$ cat src/rtl/timer_irq.sv
// ---------------------------------------------------------------------------
// timer_irq
//   Memory-mapped 32-bit reload timer for the single-cycle MIPS core. It is
//   also the core's only interrupt source. It sits on the data bus next to
//   DataMem and decodes a 16-byte window at BASE_ADDR:
//     +0  TH    reload value loaded into TL on wrap
//     +4  TL    counter, increments once per tick while enabled
//     +8  TCON  [0] enable, [1] irq_en, [2] status (sticky wrap flag)
//     +C  PRE   prescale divisor (TIMER_PRESCALE_EN builds only, else reads 0)
//
//   Optional feature macro: TIMER_PRESCALE_EN
//     defined   -> PRE register plus prescale counter gate the count tick
//     undefined -> tick every cycle, +C reads 0 and ignores writes
//
// Ports
//   clk        system clock, all state updates on posedge
//   reset      synchronous active-high reset
//   addr       data address (ALU result); addr[1:0] ignored
//   wdata      store data
//   MemRd      load strobe; rdata is valid in the same cycle
//   MemWr      store strobe; the write lands on the next posedge
//   pc_kernel  PC[31]; high masks IRQ while the core runs in supervisor mode
//   rdata      read data, zero unless this window is being loaded
//   IRQ        interrupt request to control
// ---------------------------------------------------------------------------
module timer_irq #(
    parameter logic [31:0] BASE_ADDR  = 32'h4000_0000,
    parameter int          PRESCALE_W = 16
) (
    input  logic        clk,
    input  logic        reset,
    input  logic [31:0] addr,
    input  logic [31:0] wdata,
    input  logic        MemRd,
    input  logic        MemWr,
    input  logic        pc_kernel,
    output logic [31:0] rdata,
    output logic        IRQ
);

    localparam logic [1:0] SEL_TH   = 2'd0;
    localparam logic [1:0] SEL_TL   = 2'd1;
    localparam logic [1:0] SEL_TCON = 2'd2;
    localparam logic [1:0] SEL_PRE  = 2'd3;

    // ------------------------------------------------------------------
    // Address decode
    // ------------------------------------------------------------------
    logic       hit;
    logic [1:0] sel;
    logic       wr_th, wr_tl, wr_tcon;
    logic       unused_addr_lsb;

    assign hit     = (addr[31:4] == BASE_ADDR[31:4]);
    assign sel     = addr[3:2];
    assign wr_th   = hit & MemWr & (sel == SEL_TH);
    assign wr_tl   = hit & MemWr & (sel == SEL_TL);
    assign wr_tcon = hit & MemWr & (sel == SEL_TCON);

    // Byte offset within a word has no meaning here.
    assign unused_addr_lsb = ^addr[1:0];

    // ------------------------------------------------------------------
    // Registers
    // ------------------------------------------------------------------
    logic [31:0]           th;
    logic [31:0]           tl;
    logic [2:0]            tcon;
    logic [PRESCALE_W-1:0] pre;
    logic                  tick;
    logic                  step;
    logic                  wrap;

    // step: TL advances this cycle. wrap: this advance is the all-ones
    // rollover, which reloads from TH and raises status.
    assign step = tcon[0] & tick;
    assign wrap = step & (tl == 32'hFFFF_FFFF);

`ifdef TIMER_PRESCALE_EN
    logic                  wr_pre;
    logic [PRESCALE_W-1:0] pcnt;

    assign wr_pre = hit & MemWr & (sel == SEL_PRE);

    // pcnt counts 0..PRE and ticks on the terminal value, so PRE=N divides
    // the count rate by N+1 and PRE=0 ticks every cycle.
    assign tick = (pcnt == pre);

    always_ff @(posedge clk) begin
        if (reset) begin
            pre  <= '0;
            pcnt <= '0;
        end else begin
            if (wr_pre) begin
                pre <= wdata[PRESCALE_W-1:0];
            end
            // Reprogramming the divisor restarts the current period.
            if (wr_pre) begin
                pcnt <= '0;
            end else if (tcon[0]) begin
                pcnt <= tick ? '0 : pcnt + PRESCALE_W'(1);
            end
        end
    end
`else
    // No prescaler: count every enabled cycle, +C is a hole reading 0.
    assign tick = 1'b1;
    assign pre  = '0;
`endif

    always_ff @(posedge clk) begin
        if (reset) begin
            th <= 32'h0;
        end else if (wr_th) begin
            th <= wdata;
        end
    end

    // A CPU store to TL beats both the increment and the reload. A reload
    // in the same cycle as a TH store uses the old TH (registered value).
    always_ff @(posedge clk) begin
        if (reset) begin
            tl <= 32'h0;
        end else if (wr_tl) begin
            tl <= wdata;
        end else if (wrap) begin
            tl <= th;
        end else if (step) begin
            tl <= tl + 32'd1;
        end
    end

    // A TCON store replaces all three bits, so an acknowledge in the wrap
    // cycle swallows that wrap's status event.
    always_ff @(posedge clk) begin
        if (reset) begin
            tcon <= 3'b000;
        end else if (wr_tcon) begin
            tcon <= wdata[2:0];
        end else if (wrap) begin
            tcon[2] <= 1'b1;
        end
    end

    // ------------------------------------------------------------------
    // Read mux, zero when not addressed so the top level can OR/mux freely
    // ------------------------------------------------------------------
    always_comb begin
        rdata = 32'h0;
        if (hit && MemRd) begin
            case (sel)
                SEL_TH:   rdata = th;
                SEL_TL:   rdata = tl;
                SEL_TCON: rdata = {29'b0, tcon};
                default:  rdata = 32'(pre);
            endcase
        end
    end

    // Level interrupt: held until software clears irq_en or status.
    assign IRQ = tcon[1] & tcon[2] & ~pc_kernel;

endmodule

$ cat config.mk
export PLATFORM = sky130hd
export DESIGN_NAME = timer_irq
export DESIGN_NICKNAME = d
export VERILOG_FILES = /design/src/rtl/timer_irq.sv
export SDC_FILE = /design/constraint.sdc
export NUM_CORES = 1
export LEC_CHECK = 0
export BUFFER_PORTS_ARGS = -buffer_cell sky130_fd_sc_hd__buf_4
export CORE_UTILIZATION = 54
export DETAILED_ROUTE_END_ITERATION = 16
export PLACE_DENSITY = 0.88
export SYNTH_ARGS = -nofsm -noshare
export SYNTH_HDL_FRONTEND = slang
export SYNTH_SLANG_ARGS = --single-unit
$ cat constraint.sdc
create_clock -name clk -period 2.7 [get_ports clk]
set_clock_uncertainty 0.05 [all_clocks]
set_input_delay 0.27 -clock clk [delete_from_list [all_inputs] [get_ports clk]]
set_output_delay 0.27 -clock clk [all_outputs]
set_load 0.05 [all_outputs]
# ---- Yosys cells after proc, flatten, opt, wreduce, memory -nomap -nowiden
# Cells that the tools add are included.
dict set report word_totals {
  regBits 67
  in_bits 69
  wordCells 28
}
dict set report op_classes {
  addsub 1
  mux 7
  bitwise_logic 8
  n_eq_ne 4
  n_reduce_logical 4
}
# operator count
set op_table {}
lappend op_table {{32-bit 2-to-1 mux} 4}
lappend op_table {{32-bit case mux with 3 select lines} 1}
lappend op_table {{32-bit by 1-bit adder with 32-bit output, second input constant} 1}
lappend op_table {{32-bit equality test, second input constant} 1}
lappend op_table {{28-bit by 27-bit equality test with 1-bit output, second input constant} 1}
lappend op_table {{1-bit AND} 7}
lappend op_table {{3-bit nonzero test} 1}
lappend op_table {{2-bit by 1-bit equality test with 1-bit output, second input constant} 1}
lappend op_table {{2-bit equality test, second input constant} 1}
lappend op_table {{2-bit logical NOT} 1}
lappend op_table {{1-bit 2-to-1 mux} 2}
lappend op_table {{2-bit nonzero test} 1}
lappend op_table {{1-bit logical AND} 1}
lappend op_table {{1-bit inverter} 1}

# ---- Longest topological paths before layout
dict set report logic_depth {
  word_depth 4
  ltp_mapped 8
}

# ---- Worst setup path after synthesis
# Ideal clock, no wire load.
dict set report synth_path {
  path_kind {input to output}
  start {in addr[27]}
  end {out rdata[21]}
  stages 7
  path_buffers 2
  setup_slack_ns -0.047
  required_time_ns 2.380
  arrival_ns 2.427
  path_cell_list {or4_1 nor3_1 nand2_1 or2_1 buf_2 buf_2 nor2_1}
}
dict set report synth_via {
  elab_chain_len 3
}
# element line_no
set synth_rtl {}
lappend synth_rtl {{from (decl)} 32} ;# input logic [31:0] addr,
lappend synth_rtl {{28-bit by 27-bit equality test with 1-bit output} 54} ;# assign hit = (addr[31:4] == BASE_ADDR[31:4]);
lappend synth_rtl {{1-bit logical AND} 150} ;# if (hit && MemRd) begin
lappend synth_rtl {{32-bit 2-to-1 mux} 150}
lappend synth_rtl {{to (decl)} 37} ;# output logic [31:0] rdata,
# No other way between the ends.

# ---- Worst setup path after layout
dict set report layout_path {
  start {in addr[27]}
  end {out rdata[27]}
}
# The elaborated chain is that of the path after synthesis.

==> metrics.cfg <==
[finish]
antenna_cells = 0
seqCellArea_um2 = 1340
nNetsFinal = 718
nFillCells = 609
areaGrowthSynthToFinish_pct = 23.4
drive_above_1_share = 0.218
multi_input_area_um2 = 2690

[drt]
first_pass_iters = 5
drtIter0Drc = 387
wl_um = 12600
final_antenna_net_count = 0
post_drt_wl_per_cell_um = 16.8
viasPerCell = 6.15
vias = 4618
route.detailed.drc = 0

[timing]
min_period_over_period = 0.947
finalSetupViolCount = 0
rsz0062_at_grt = no
hold_viol = 0
fmax_ghz = 0.391
max_slew_margin = 0.502
drv_slew = 0
whs_ns = 0.0781
worst_pin_slew_ns = 0.747
finalCriticalPeriod_ns = 2.56

[power]
power_density_nw_per_um2 = 367
leakagePower_nw = 1.97
clock_power_share = 0.407
irDropWorstVdd_v = 0.000255
seq_power_share = 0.519
power_w = 0.00192
switching_share = 0.234
power.switching_w = 0.000449
comb_power_share = 0.074
power.internal_w = 0.00147

[cts]
cts_root_buf = clkbuf_8
cts_resized = 0
cts_buffer_depth = 2
clk_pin_slew_ns = 0.07
clock_sinks = 67
postCtsSetupBuffers = 0
cts_buffers = 9
cts_tree = yes
insertion_delay_ns = 0.35
hold_buffers = 0
htree_levels = 3

[logic_synthesis]
ys_seq_area_frac = 0.316
synthArstFlopShare = 0
synth.avg_cell_area_um2 = 7.47
synthesis.nets = 638
ys_ff_latch = 67
synth_edf_count = 0
yosys_warnings = 0
synth_cell_type_count = 54
synth_ff_type = dfxtp_1
synthCells = 568
syn-cell-area_um2 = 4240

[setup_path]
crit_chain = buf_4, or4_1, nor3_2, nand2_1, or2_1, buf_4, nor2_1, buf_4
endpoint_kind = output pin
crit_required_ns = 2.38
worstSetupStartpointType = primary input
cp_num_cells = 8
crit_path_frequent_cell = buf_4
cp_slowest_cell = or4_1
critPathMaxStageDelay_ns = 0.59
regToRegSetupSlack_ns = 0.24
critPathKind = in -> out
critPathBufInv = 3
cp_max_fo = 15
reg2regPathDepth = 7
worst_ep_arrival_time_ns = 2.24
critPathTopFamily = simple AND/OR/NAND/NOR gates

[global_route]
grt_pass1_vias = 4281
antenna_found_initial = 0
grt_max_degree = 70
grt_pass1_wl_um = 20500
overflow = 0
track_usage = 0.308

[floorplan]
rows = 31
ioPinCount = 102
start_util = 0.573
dieArea_um2 = 8220
die_height_um = 90.6
coreArea_um2 = 7410
fp.dieW_um = 90.6

[flow_run]
max_cap_viol_count = 0

[status]
status = finished, final reports clean

[hold_path]
whs_path_depth = 2
hp-class = in -> reg

[placed_design]
dp_hpwl_um = 8440
io_buffer_count = 99
gp_congestion = 0.855

==> logic make-up after synthesis <==
logic type                 after synthesis  synth area share
buffers and inverters                   53            0.0534
and+or+nand+nor                        274             0.323
muxes                                   42             0.100
DFF                                     67             0.316
xor gates and xnor gates                16            0.0330
AOI/OAI and AO/OA                      115             0.171
adders and majority gates                1           0.00295
==> power groups by stage <==
stage / Clock [W] / Sequential [W] / Combinational, W
finish: 0.000781 / 0.000998 / 0.000142
CTS: 0.000781 / 0.000997 / 0.000141
global route: 0.000823 / 0.000997 / 0.000151
detailed placement: 0 / 0.00102 / 0.000141
global placement: 0 / 0.00102 / 0.000138
floorplan: 0 / 0.00101 / 0.0000558
==> final timing paths <==
check / from / to
worst max register to register: tl[1] / tl[17]
worst min register to register: th[25] / th[25]
worst min-delay path: wdata[29] / tl[29]
worst max-delay path: addr[27] / rdata[27]
==> stage by stage <==
step                setup WS [ns]  cells  utilization  setup TNS, ns  area [µm²]
detailed placement         0.0451    736        0.682              0        5050
CTS                        0.0353    751        0.706              0        5230
finish                      0.143    751        0.707              0        5240
floorplan                 -0.0472    568            -         -0.472        4240
global placement            0.167    736        0.682              0        5050
global route               0.0447    751        0.707              0        5240
==> area by class of cell <==
class / instances / area share
clock inverter: 2 / 0.00191
inverter: 6 / 0.00430
clock buffer: 13 / 0.0323
tap: 99 / 0.0237
timing repair buffer: 116 / 0.169
sequential: 67 / 0.256
multi-input combinational: 448 / 0.513
==> Yosys cell counts (4+ instances only) <==
library cell	n	area, µm²
a211oi_1	8	60.1
a21oi_1	56	280
a311oi_1	7	61.3
and3_1	6	37.5
and4_1	6	52.6
buf_2	13	65.1
clkbuf_1	28	105
dfxtp_1	67	1340
inv_1	6	22.5
mux2i_1	38	380
nand2_1	105	394
nand2b_1	6	37.5
nand3_1	21	105
nand4_1	16	100
nor2_1	61	229
nor3_1	12	60.1
nor4_1	14	87.6
o211ai_1	12	90.1
o21ai_0	5	25.0
or4_1	4	30.0
xnor2_1	13	114
==> flip-flops by register name, indices dropped and copies added, names as in the netlist <==
| name | cells |
|---|---|
| tl | 32 |
| tcon | 3 |
| th | 32 |
==> worst reg2reg max path: stages (launching register included) <==
cell and delay [ns]:
dfxtp_1 0.41, ha_1 0.26, nand4_1 0.25, nor4_4 0.43, and3_2 0.39, buf_4 0.19, o21ai_1 0.08, a311oi_1 0.30
==> routing by layer <==
layer  global-route usage  vias up  wire (µm)
li1                     -     2183          -
met1                0.387     2135       5170
met2                0.514      278       6050
met3               0.0690       22       1230
met4                0.110        0        156
met5                    0        -          0
==> layout by cell type, fill, tap and decap left out, types with 3 or more instances in the layout <==
cell	count
o21ai_1	3
xor2_1	3
o211ai_1	12
buf_4	115
nor2b_1	3
nand4_1	16
nor3_1	11
nor2_1	61
o21a_1	3
a21oi_1	56
mux2i_1	38
nand2_1	105
nand3b_1	3
a21o_1	3
o21ai_0	5
a31oi_1	3
dfxtp_1	67
and4_1	6
and3_1	5
nand2b_1	6
a211oi_1	8
a311oi_1	7
a211o_1	3
or4_1	4
nor4_1	13
nand3_1	21
inv_1	6
xnor2_1	13
clkbuf_8	12
or3_1	3
Power figures use the tool's default switching activity.
